$ cat src/rtl/lsu_pkg.sv
// Shared types and helpers for the Avalon load/store host.
package lsu_pkg;

    // RV32 load funct3 encodings; stores reuse the B/H/W codes.
    typedef enum logic [2:0] {
        Lb  = 3'b000,
        Lh  = 3'b001,
        Lw  = 3'b010,
        Lbu = 3'b100,
        Lhu = 3'b101
    } mem_funct3_e;

    localparam mem_funct3_e Sb = Lb;
    localparam mem_funct3_e Sh = Lh;
    localparam mem_funct3_e Sw = Lw;

    typedef enum logic [1:0] {
        StIdle,
        StCmd,
        StData,
        StResp
    } lsu_state_e;

    // Byte-lane enables for an access of the given size at byte offset off.
    function automatic logic [3:0] be_for(mem_funct3_e funct3, logic [1:0] off);
        logic [3:0] base;
        case (funct3)
            Lb, Lbu: base = 4'b0001;
            Lh, Lhu: base = 4'b0011;
            default: base = 4'b1111;
        endcase
        return base << off;
    endfunction

    // Stores only have B/H/W; loads additionally have BU/HU.
    function automatic logic f3_legal(logic write, logic [2:0] f3);
        logic ok;
        case (f3)
            3'b000, 3'b001, 3'b010: ok = 1'b1;
            3'b100, 3'b101:         ok = ~write;
            default:                ok = 1'b0;
        endcase
        return ok;
    endfunction

    // Halfwords need an even address, words a word-aligned one.
    function automatic logic misaligned(logic [2:0] f3, logic [1:0] off);
        return ((f3[1:0] == 2'b01) && off[0]) || ((f3[1:0] == 2'b10) && (off != 2'b00));
    endfunction

endpackage

$ cat src/rtl/avalon_mm_rw_if.sv
// Avalon-MM read/write bus between one host and one agent.
interface AvalonMmRw #(
    parameter int unsigned ADDR_W = 32,
    parameter int unsigned DATA_W = 32
) ();
    logic [ADDR_W-1:0]   address;
    logic [DATA_W/8-1:0] byteenable;
    logic                read;
    logic                write;
    logic [DATA_W-1:0]   host_to_agent;
    logic [DATA_W-1:0]   agent_to_host;
    logic                waitrequest;
    logic                readdatavalid;

    modport Host (
        output address, byteenable, read, write, host_to_agent,
        input  agent_to_host, waitrequest, readdatavalid
    );

    modport Agent (
        input  address, byteenable, read, write, host_to_agent,
        output agent_to_host, waitrequest, readdatavalid
    );
endinterface

$ cat src/rtl/lsu_lane_align.sv
// Combinational byte-lane steering: store shift/byteenable, load shift/extension.
module lsu_lane_align
    import lsu_pkg::*;
(
    input  mem_funct3_e funct3_i,
    input  logic [1:0]  off_i,
    input  logic [31:0] wdata_i,
    input  logic [31:0] rdata_i,
    output logic [31:0] wdata_o,
    output logic [3:0]  be_o,
    output logic [31:0] rdata_o
);
    logic [31:0] lane;

    assign wdata_o = wdata_i << {off_i, 3'b000};
    assign be_o    = be_for(funct3_i, off_i);
    assign lane    = rdata_i >> {off_i, 3'b000};

    // Extend the addressed lane according to the load type.
    always_comb begin
        rdata_o = lane;
        case (funct3_i)
            Lb:      rdata_o = {{24{lane[7]}}, lane[7:0]};
            Lh:      rdata_o = {{16{lane[15]}}, lane[15:0]};
            Lbu:     rdata_o = {24'h0, lane[7:0]};
            Lhu:     rdata_o = {16'h0, lane[15:0]};
            default: rdata_o = lane;
        endcase
    end
endmodule

$ cat src/rtl/avalon_lsu_host.sv
// Avalon-MM host for single byte/half/word loads and stores from the execute stage.
module avalon_lsu_host
    import lsu_pkg::*;
#(
    parameter int unsigned ADDR_W = 32,
    parameter int unsigned DATA_W = 32
) (
    input  logic              clk,
    input  logic              reset,
    input  logic              req_valid,
    output logic              req_ready,
    input  logic              req_write,
    input  logic [2:0]        req_funct3,
    input  logic [ADDR_W-1:0] req_addr,
    input  logic [31:0]       req_wdata,
    output logic              resp_valid,
    output logic [31:0]       resp_rdata,
    output logic              resp_error,
    AvalonMmRw.Host           bus
);
    if (DATA_W != 32) begin : g_bad_data_w
        $fatal(1, "avalon_lsu_host supports DATA_W == 32 only");
    end

    lsu_state_e        state_q, state_d;
    logic              write_q;
    mem_funct3_e       funct3_q;
    logic [ADDR_W-1:0] addr_q;
    logic [31:0]       wdata_q;
    logic              err_q;
    logic [31:0]       rdata_q;

    logic              accept;
    logic              bad_req;
    logic              capture;
    logic [31:0]       wdata_sh;
    logic [3:0]        be;
    logic [31:0]       rdata_ext;

    assign accept  = req_valid && (state_q == StIdle);
    assign bad_req = !f3_legal(req_write, req_funct3) || misaligned(req_funct3, req_addr[1:0]);

    lsu_lane_align u_align (
        .funct3_i (funct3_q),
        .off_i    (addr_q[1:0]),
        .wdata_i  (wdata_q),
        .rdata_i  (bus.agent_to_host),
        .wdata_o  (wdata_sh),
        .be_o     (be),
        .rdata_o  (rdata_ext)
    );

    // Next-state: errors skip the bus; a read completes in CMD if data returns with the grant.
    always_comb begin
        state_d = state_q;
        capture = 1'b0;
        case (state_q)
            StIdle: begin
                if (req_valid) begin
                    state_d = bad_req ? StResp : StCmd;
                end
            end
            StCmd: begin
                if (!bus.waitrequest) begin
                    if (write_q) begin
                        state_d = StResp;
                    end else if (bus.readdatavalid) begin
                        capture = 1'b1;
                        state_d = StResp;
                    end else begin
                        state_d = StData;
                    end
                end
            end
            StData: begin
                if (bus.readdatavalid) begin
                    capture = 1'b1;
                    state_d = StResp;
                end
            end
            StResp:  state_d = StIdle;
            default: state_d = StIdle;
        endcase
    end

    // State and latched request; read data is captured already extended.
    always_ff @(posedge clk) begin
        if (reset) begin
            state_q  <= StIdle;
            write_q  <= 1'b0;
            funct3_q <= Lb;
            addr_q   <= '0;
            wdata_q  <= '0;
            err_q    <= 1'b0;
            rdata_q  <= '0;
        end else begin
            state_q <= state_d;
            if (accept) begin
                write_q  <= req_write;
                funct3_q <= mem_funct3_e'(req_funct3);
                addr_q   <= req_addr;
                wdata_q  <= req_wdata;
                err_q    <= bad_req;
                rdata_q  <= '0;
            end else if (capture) begin
                rdata_q <= rdata_ext;
            end
        end
    end

    // Outputs decode from state so the bus drops the cycle after reset or completion.
    always_comb begin
        req_ready         = (state_q == StIdle);
        resp_valid        = (state_q == StResp);
        resp_rdata        = resp_valid ? rdata_q : 32'h0;
        resp_error        = resp_valid && err_q;
        bus.read          = (state_q == StCmd) && !write_q;
        bus.write         = (state_q == StCmd) && write_q;
        bus.address       = '0;
        bus.byteenable    = '0;
        bus.host_to_agent = '0;
        if (state_q == StCmd) begin
            bus.address    = {addr_q[ADDR_W-1:2], 2'b00};
            bus.byteenable = be;
            if (write_q) begin
                bus.host_to_agent = wdata_sh;
            end
        end
    end
endmodule

$ cat src/flat_wrapper.sv
// flat-port wrapper written by rule: the top's interface ports become plain ports
module avalon_lsu_host_flat import lsu_pkg::*;
#(
    parameter int unsigned ADDR_W = 32,
    parameter int unsigned DATA_W = 32
)
  (clk, reset, req_valid, req_ready, req_write, req_funct3, req_addr, req_wdata, resp_valid, resp_rdata, resp_error, bus_address, bus_byteenable, bus_read, bus_write, bus_host_to_agent, bus_agent_to_host, bus_waitrequest, bus_readdatavalid);
  AvalonMmRw #(.ADDR_W(ADDR_W), .DATA_W(DATA_W)) bus_i ();
  input  logic clk;
  input  logic reset;
  input  logic req_valid;
  output logic req_ready;
  input  logic req_write;
  input  logic [2:0] req_funct3;
  input  logic [ADDR_W-1:0] req_addr;
  input  logic [31:0] req_wdata;
  output logic resp_valid;
  output logic [31:0] resp_rdata;
  output logic resp_error;
  output wire logic [$bits(bus_i.address)-1:0] bus_address;
  output wire logic [$bits(bus_i.byteenable)-1:0] bus_byteenable;
  output wire logic [$bits(bus_i.read)-1:0] bus_read;
  output wire logic [$bits(bus_i.write)-1:0] bus_write;
  output wire logic [$bits(bus_i.host_to_agent)-1:0] bus_host_to_agent;
  input wire logic [$bits(bus_i.agent_to_host)-1:0] bus_agent_to_host;
  input wire logic [$bits(bus_i.waitrequest)-1:0] bus_waitrequest;
  input wire logic [$bits(bus_i.readdatavalid)-1:0] bus_readdatavalid;
  assign bus_address = bus_i.address;
  assign bus_byteenable = bus_i.byteenable;
  assign bus_read = bus_i.read;
  assign bus_write = bus_i.write;
  assign bus_host_to_agent = bus_i.host_to_agent;
  assign bus_i.agent_to_host = bus_agent_to_host;
  assign bus_i.waitrequest = bus_waitrequest;
  assign bus_i.readdatavalid = bus_readdatavalid;
  avalon_lsu_host #(.ADDR_W(ADDR_W), .DATA_W(DATA_W)) u_core (.clk(clk), .reset(reset), .req_valid(req_valid), .req_ready(req_ready), .req_write(req_write), .req_funct3(req_funct3), .req_addr(req_addr), .req_wdata(req_wdata), .resp_valid(resp_valid), .resp_rdata(resp_rdata), .resp_error(resp_error), .bus(bus_i));
endmodule
$ cat config.mk
export PLATFORM = sky130hd
export DESIGN_NAME = avalon_lsu_host_flat
export DESIGN_NICKNAME = d
export VERILOG_FILES = /design/src/rtl/lsu_pkg.sv /design/src/rtl/avalon_mm_rw_if.sv /design/src/rtl/lsu_lane_align.sv /design/src/rtl/avalon_lsu_host.sv /design/src/flat_wrapper.sv
export SDC_FILE = /design/constraint.sdc
export NUM_CORES = 1
export LEC_CHECK = 0
export CAP_MARGIN = 30
export CORE_MARGIN = 2
export CORE_UTILIZATION = 24
export DETAILED_ROUTE_END_ITERATION = 8
export GPL_ROUTABILITY_DRIVEN = 0
export PLACE_DENSITY = 0.55
export SETUP_SLACK_MARGIN = 0.15
export SLEW_MARGIN = 20
export SYNTH_ARGS = -nofsm -noshare
export SYNTH_HDL_FRONTEND = slang
export SYNTH_SLANG_ARGS = --single-unit
$ cat constraint.sdc
create_clock -name clk -period 5.6 [get_ports clk]
set_clock_uncertainty 0.1 [all_clocks]
set_input_delay 0.84 -clock clk [delete_from_list [all_inputs] [get_ports clk]]
set_output_delay 0.84 -clock clk [all_outputs]
set_load 0.1 [all_outputs]
==> flow_metrics.tcl, run 1 <==
set metrics [dict create \
    post-route-util_pct 36.9 \
    leakagePower_nw 2.83 \
    yosysWarnings 0 \
    num_antenna_cells 0 \
    ys_seq_area_share_pct 40.8 \
    drc 0 \
    hp-class "flip-flop to flip-flop" \
    antenna_found_initial 0 \
    powerDensity_nw_per_um2 351 \
    period_minus_slack_ns 3.88 \
    grt_usage_pct 15.0 \
    yosysUniqueCellTypes 40 \
    viasPerCell 4.57 \
    synth.top_cell.area_share_pct 40.8 \
    num_vias 4681 \
    status "finished clean" \
    crit_fanout 48 \
    dieHeight_um 149 \
    fin_crit_sh_pct 69.3 \
    wire_per_inst_um 16.4 \
    routed_wirelength_um 16800 \
    post_cts_buffers 0 \
    cts_buffers 9 \
    syn_area_um2 5060 \
    grt_first_pass_wirelength_um 26100 \
    rsz0062_at_grt "no" \
    dr.pass1.iters 4 \
    grt_pass1_vias 4517 \
    grt_max_degree 94 \
    tritoncts "done" \
    rows 53 \
    timing_worst_setup_path_type "flip-flop to output port" \
    finish.net_count 855 \
    slew_violations 0 \
    hold_viol 0 \
    fmax_mhz 258 \
    vdd_drop_max_v 0.000155 \
    root_buffer "clkbuf_16" \
    grt-ovfl-total 0 \
    drive_gt1_share_pct 9.47 \
    cts_buffer_depth 2 \
    syn_area_per_cell_um2 8.97 \
    hpwlAfterDp_um 11600 \
    path_clk_slew_ns 0.08 \
    synth_top_cells_by_area "dfxtp_1 41%, a22o_1 12%, and2_1 9.6%" \
    crit_path_start_kind "flip-flop" \
    relSlewSlack_pct 29.3 \
    clk_latency_ns 0.35 \
    clock-sinks 103 \
    htreeDepth 3 \
    crit_arrival_ns 2.94 \
    io_buffer_count 207 \
    yosysTopAreaCell "dfxtp_1" \
    syn_inst 564 \
    syn2layout_area_growth_pct 52.3 \
    num_io_pins 210 \
    crit_path_end_kind "output port" \
    setup_viol 0 \
    coreArea_um2 20900 \
    finalSetupTns_ns 0 \
    dieArea_um2 22300 \
    holdBufCountCts 0 \
    final_antenna_net_count 0 \
    die_w_um 149 \
    initial_core_util_pct 24.2 \
    total_power_mw 2.70 \
    cp-startpoint "u_core.addr_q[1]" \
    ys_ff_latch 103 \
    r2r-start "u_core.state_q[1]" \
    required_ns 4.66 \
    drt_iter0_drc 159 \
    worst_slew_pin_slew_ns 1.06 \
    min-delay-start "u_core.rdata_q[1]" \
    ctsResizeCount 0 \
    drv_cap 0 \
]
==> where the power goes <==
group | internal (mW) | total [mW] | leakage [nW] | switching [mW]
Clock | 0.353 | 0.656 | 0.144 | 0.304
Sequential | 0.868 | 0.956 | 0.841 | 0.0879
Combinational | 0.382 | 1.09 | 1.84 | 0.707
==> state kept, by name, indices dropped and copies added (netlist names) <==
register,cells
u_core.addr_q,32
u_core.rdata_q,32
u_core.wdata_q,32
u_core.funct3_q,3
u_core.state_q,2
u_core.err_q,1
u_core.write_q,1
==> per-layer routing <==
layer	track usage (%)	vias to the layer above	share of wire (%)
li1	-	2362	-
met1	20.9	2135	48
met2	22.4	168	43
met3	4.56	16	8.2
met4	4.14	0	1.2
met5	0	-	0
==> cell families after synthesis <==
logic type               Yosys count  share of synthesized area (%)
other                              1                         0.0741
XOR/XNOR                           1                          0.173
adder cells (fa/ha/maj)            5                           1.24
AND/OR/NAND/NOR                  177                           18.5
multiplexers                      41                           8.48
buffers and inverters             54                           5.14
AO/OA/AOI/OAI                    182                           25.6
flip-flops                       103                           40.8
==> critical path: stages, from the launching register on <==
cell,delay [ns]
dfxtp_2,0.34
buf_4,0.53
mux2i_1,0.20
nor2_1,0.12
a21oi_1,0.05
nor2_1,0.17
clkdlybuf4s50_1,1.17
==> path summary, 6_finish.rpt <==
path	endpoint	slack [ns]	cells after the start
worst max-delay path	bus_host_to_agent[17]	1.72	6
worst min-delay path	u_core.rdata_q[1]	0.35	2
worst max register to register	u_core.rdata_q[6]	2.80	7
worst min register to register	u_core.rdata_q[1]	0.35	2
==> Yosys cell counts, drive strengths merged <==
cell / number
or2: 2
and2: 78
nor2b: 15
mux2: 15
a22o: 69
a21o: 1
ha: 5
inv: 5
buf: 30
a21oi: 44
nand2: 38
nand3b: 1
and4b: 1
dfxtp: 103
o211ai: 8
nor2: 38
xnor2: 1
nand2b: 1
o221ai: 1
mux2i: 26
o21a: 1
nor3b: 1
a211oi: 19
nor4: 1
clkbuf: 19
a222oi: 1
conb: 1
nand4b: 1
a221oi: 1
o21ai: 36
o211a: 1
==> stage by stage <==
| stage | hold WS (ns) | setup WS, ns | cells | instance area [um2] |
|---|---|---|---|---|
| finish | 0.352 | 1.72 | 1025 | 7710 |
| global route | 0.379 | 1.52 | 1025 | 7710 |
| CTS | 0.359 | 1.63 | 1023 | 7670 |
| detailed placement | 0.348 | 2.02 | 1007 | 7370 |
| global placement | 0.342 | 2.05 | 1003 | 7260 |
| floorplan | 0.332 | 1.34 | 565 | 5060 |
==> cells in the final DEF (no fill, tap or decap), types with 2 or more instances in the layout <==
master / count
clkdlybuf4s50_1: 194
dfxtp_1: 101
and2_1: 78
a22o_1: 69
a21oi_1: 38
nand2_1: 37
nor2_1: 37
o21ai_0: 35
mux2i_1: 26
a211oi_1: 19
buf_4: 18
mux2_2: 15
nor2b_1: 14
clkbuf_16: 9
o211ai_1: 7
inv_1: 5
ha_1: 5
a21oi_2: 4
buf_16: 3
or2_2: 2
a21oi_4: 2
conb_1: 2
clkinvlp_4: 2
inv_6: 2
buf_12: 2
dfxtp_2: 2
==> final cells by class <==
class / count / area (um2)
clock inverters: 7 / 78.8
repair buffers: 218 / 2210
fillers: 2138 / 13200
clock buffers: 9 / 225
well taps: 275 / 344
multi-input cells: 408 / 2760
flip-flops and latches: 103 / 2060
inverters: 5 / 18.8
Power figures use the tool's default switching activity.
==> run 2, diff against run 1 <==
--- a/config.mk
+++ b/config.mk
@@ -10,7 +10,7 @@
 export CORE_UTILIZATION = 24
 export DETAILED_ROUTE_END_ITERATION = 8
 export GPL_ROUTABILITY_DRIVEN = 0
-export PLACE_DENSITY = 0.55
+export PLACE_DENSITY = 0.57
 export SETUP_SLACK_MARGIN = 0.15
 export SLEW_MARGIN = 20
 export SYNTH_ARGS = -nofsm -noshare
==> constraint.sdc (replaced) <==
create_clock -name clk -period 3.4 [get_ports clk]
set_clock_uncertainty 0.1 [all_clocks]
set_input_delay 0.51 -clock clk [delete_from_list [all_inputs] [get_ports clk]]
set_output_delay 0.51 -clock clk [all_outputs]
set_load 0.1 [all_outputs]
==> run 2 against run 1 <==
Against the previous run:
- die area unchanged
- routed wire length increased by 2.7%
- core utilization increased by 1.0 points
- sequential cell count stayed put
- via count is 0.45% higher
- global-route usage up 0.34 points
- critical path depth increased by 1
- sequential share of layout area decreased by 0.73 points
- clock power increased by 71%
- design area increased by 2.8%
- final cell count barely moved
- non-clock buffer count grew 1
- critical path type unchanged
==> flow_metrics.tcl, run 2 (synthesized netlist as in run 1, its figures left out) <==
set metrics [dict create \
    drv_cap 0 \
    finalSetupTns_ns 0 \
    status "finished clean" \
    path_clk_slew_ns 0.08 \
    setup_slack_ns 0.535 \
    grt_max_degree 62 \
    final_common_cell "clkdlybuf4s50_1" \
    powerDensity_nw_per_um2 569 \
    hpwlAfterDp_um 12100 \
    final_antenna_net_count 0 \
    grt_pass1_vias 4652 \
    crit_path_start_kind "flip-flop" \
    initial_core_util_pct 24.2 \
    reg_top3 "u_core.addr_q: 32 flops, u_core.rdata_q: 32 flops, u_core.wdata_q: 32 flops" \
    crit_fanout 9 \
    relSlewSlack_pct 52.5 \
    wire_per_inst_um 16.8 \
    num_antenna_cells 0 \
    dr.pass1.iters 4 \
    cts_buffers 9 \
    drive_gt1_share_pct 22.8 \
    rows 53 \
    io_buffer_count 207 \
    dp.cells 1010 \
    clock-sinks 103 \
    period_minus_slack_ns 2.86 \
    worst_slew_pin_slew_ns 0.709 \
    antenna_found_initial 0 \
    slew_violations 0 \
    vdd_drop_max_v 0.000238 \
    holdBufCountCts 0 \
    stdcell_area_um2 7920 \
    fin_crit_sh_pct 84.3 \
    hold_viol 0 \
    crit_arrival_ns 2.25 \
    dieHeight_um 149 \
    mostFrequentLayoutCells "104 x clkdlybuf4s50_1, 101 x dfxtp_1, 78 x and2_1" \
    grt_usage_pct 15.4 \
    syn2layout_area_growth_pct 56.6 \
    coreArea_um2 20900 \
    timing_worst_setup_path_type "flip-flop to output port" \
    hp-class "flip-flop to flip-flop" \
    drc 0 \
    tritoncts "done" \
    cts_buffer_depth 2 \
    routed_wirelength_um 17300 \
    rsz0062_at_grt "no" \
    num_vias 4702 \
    grt_first_pass_wirelength_um 26500 \
    leakagePower_nw 3.10 \
    dieArea_um2 22300 \
    crit_path_end_kind "output port" \
    fmax_mhz 349 \
    final_cells 1026 \
    total_power_mw 4.51 \
    htreeDepth 3 \
    setup_viol 0 \
    drt_iter0_drc 183 \
    root_buffer "clkbuf_16" \
    num_io_pins 210 \
    die_w_um 149 \
    placed_area_um2 7610 \
    viasPerCell 4.58 \
    clk_latency_ns 0.36 \
    finish.net_count 856 \
    grt-ovfl-total 0 \
    dp_slack_ns 0.723 \
    required_ns 2.79 \
]
[run 2: changes by cell type in the layout (fill, tap and decap cells not counted), moves of 2 or more]
cell             delta
clkdlybuf4s50_1    -90
buf_4              +59
buf_12             +36
a211oi_1            -8
a211oi_2            +8
buf_16              -3
clkinv_4            +3
clkinvlp_4          -2
[run 2: worst paths after layout]
path,depth (start not counted),endpoint,slack [ns],startpoint
worst max-delay path,7,bus_host_to_agent[2],0.54,u_core.state_q[1]
worst min-delay path,2,u_core.rdata_q[3],0.35,u_core.rdata_q[3]
worst max register to register,6,u_core.rdata_q[30],0.89,u_core.addr_q[1]
worst min register to register,2,u_core.rdata_q[3],0.35,u_core.rdata_q[3]
[run 2: layer usage]
layer,vias to the layer above,GRT usage (%),part of all wire (%)
met5,-,0,0
met3,13,5.02,7.7
li1,2358,-,-
met2,159,24.7,47
met4,0,4.48,1.4
met1,2172,19.6,44
[run 2: power by group]
part	switching (mW)	internal [mW]	leakage, nW
sequential	0.146	1.43	0.841
combinational	1.19	0.623	2.11
clock	0.532	0.589	0.154
total	1.86	2.64	3.10
[run 2: what timing repair did]
item / 4_1_cts / 5_1_grt
buffers inserted: 0 / 0
setup endpoints to repair: 0 / 8
resized for setup: 0 / 1
[run 2: cell type report]
| class | instances | area (um2) |
|---|---|---|
| inverters | 5 | 18.8 |
| fillers | 2125 | 13000 |
| flip-flops and latches | 103 | 2060 |
| repair buffers | 219 | 2380 |
| multi-input cells | 408 | 2800 |
| well taps | 275 | 344 |
| clock inverters | 7 | 87.6 |
| clock buffers | 9 | 225 |
[run 2: critical path: stages (launching register included)]
cell     delay (ns)
dfxtp_1        0.35
inv_1          0.11
ha_1           0.17
nor2b_1        0.25
nand2_2        0.23
nor2_2         0.34
and2_1         0.24
buf_12         0.19
[run 2: metrics by stage]
stage	util, %	hold WS [ns]
floorplan	-	0.332
global placement	36.4	0.339
detailed placement	36.4	0.343
CTS	37.9	0.355
global route	37.9	0.376
finish	37.9	0.354
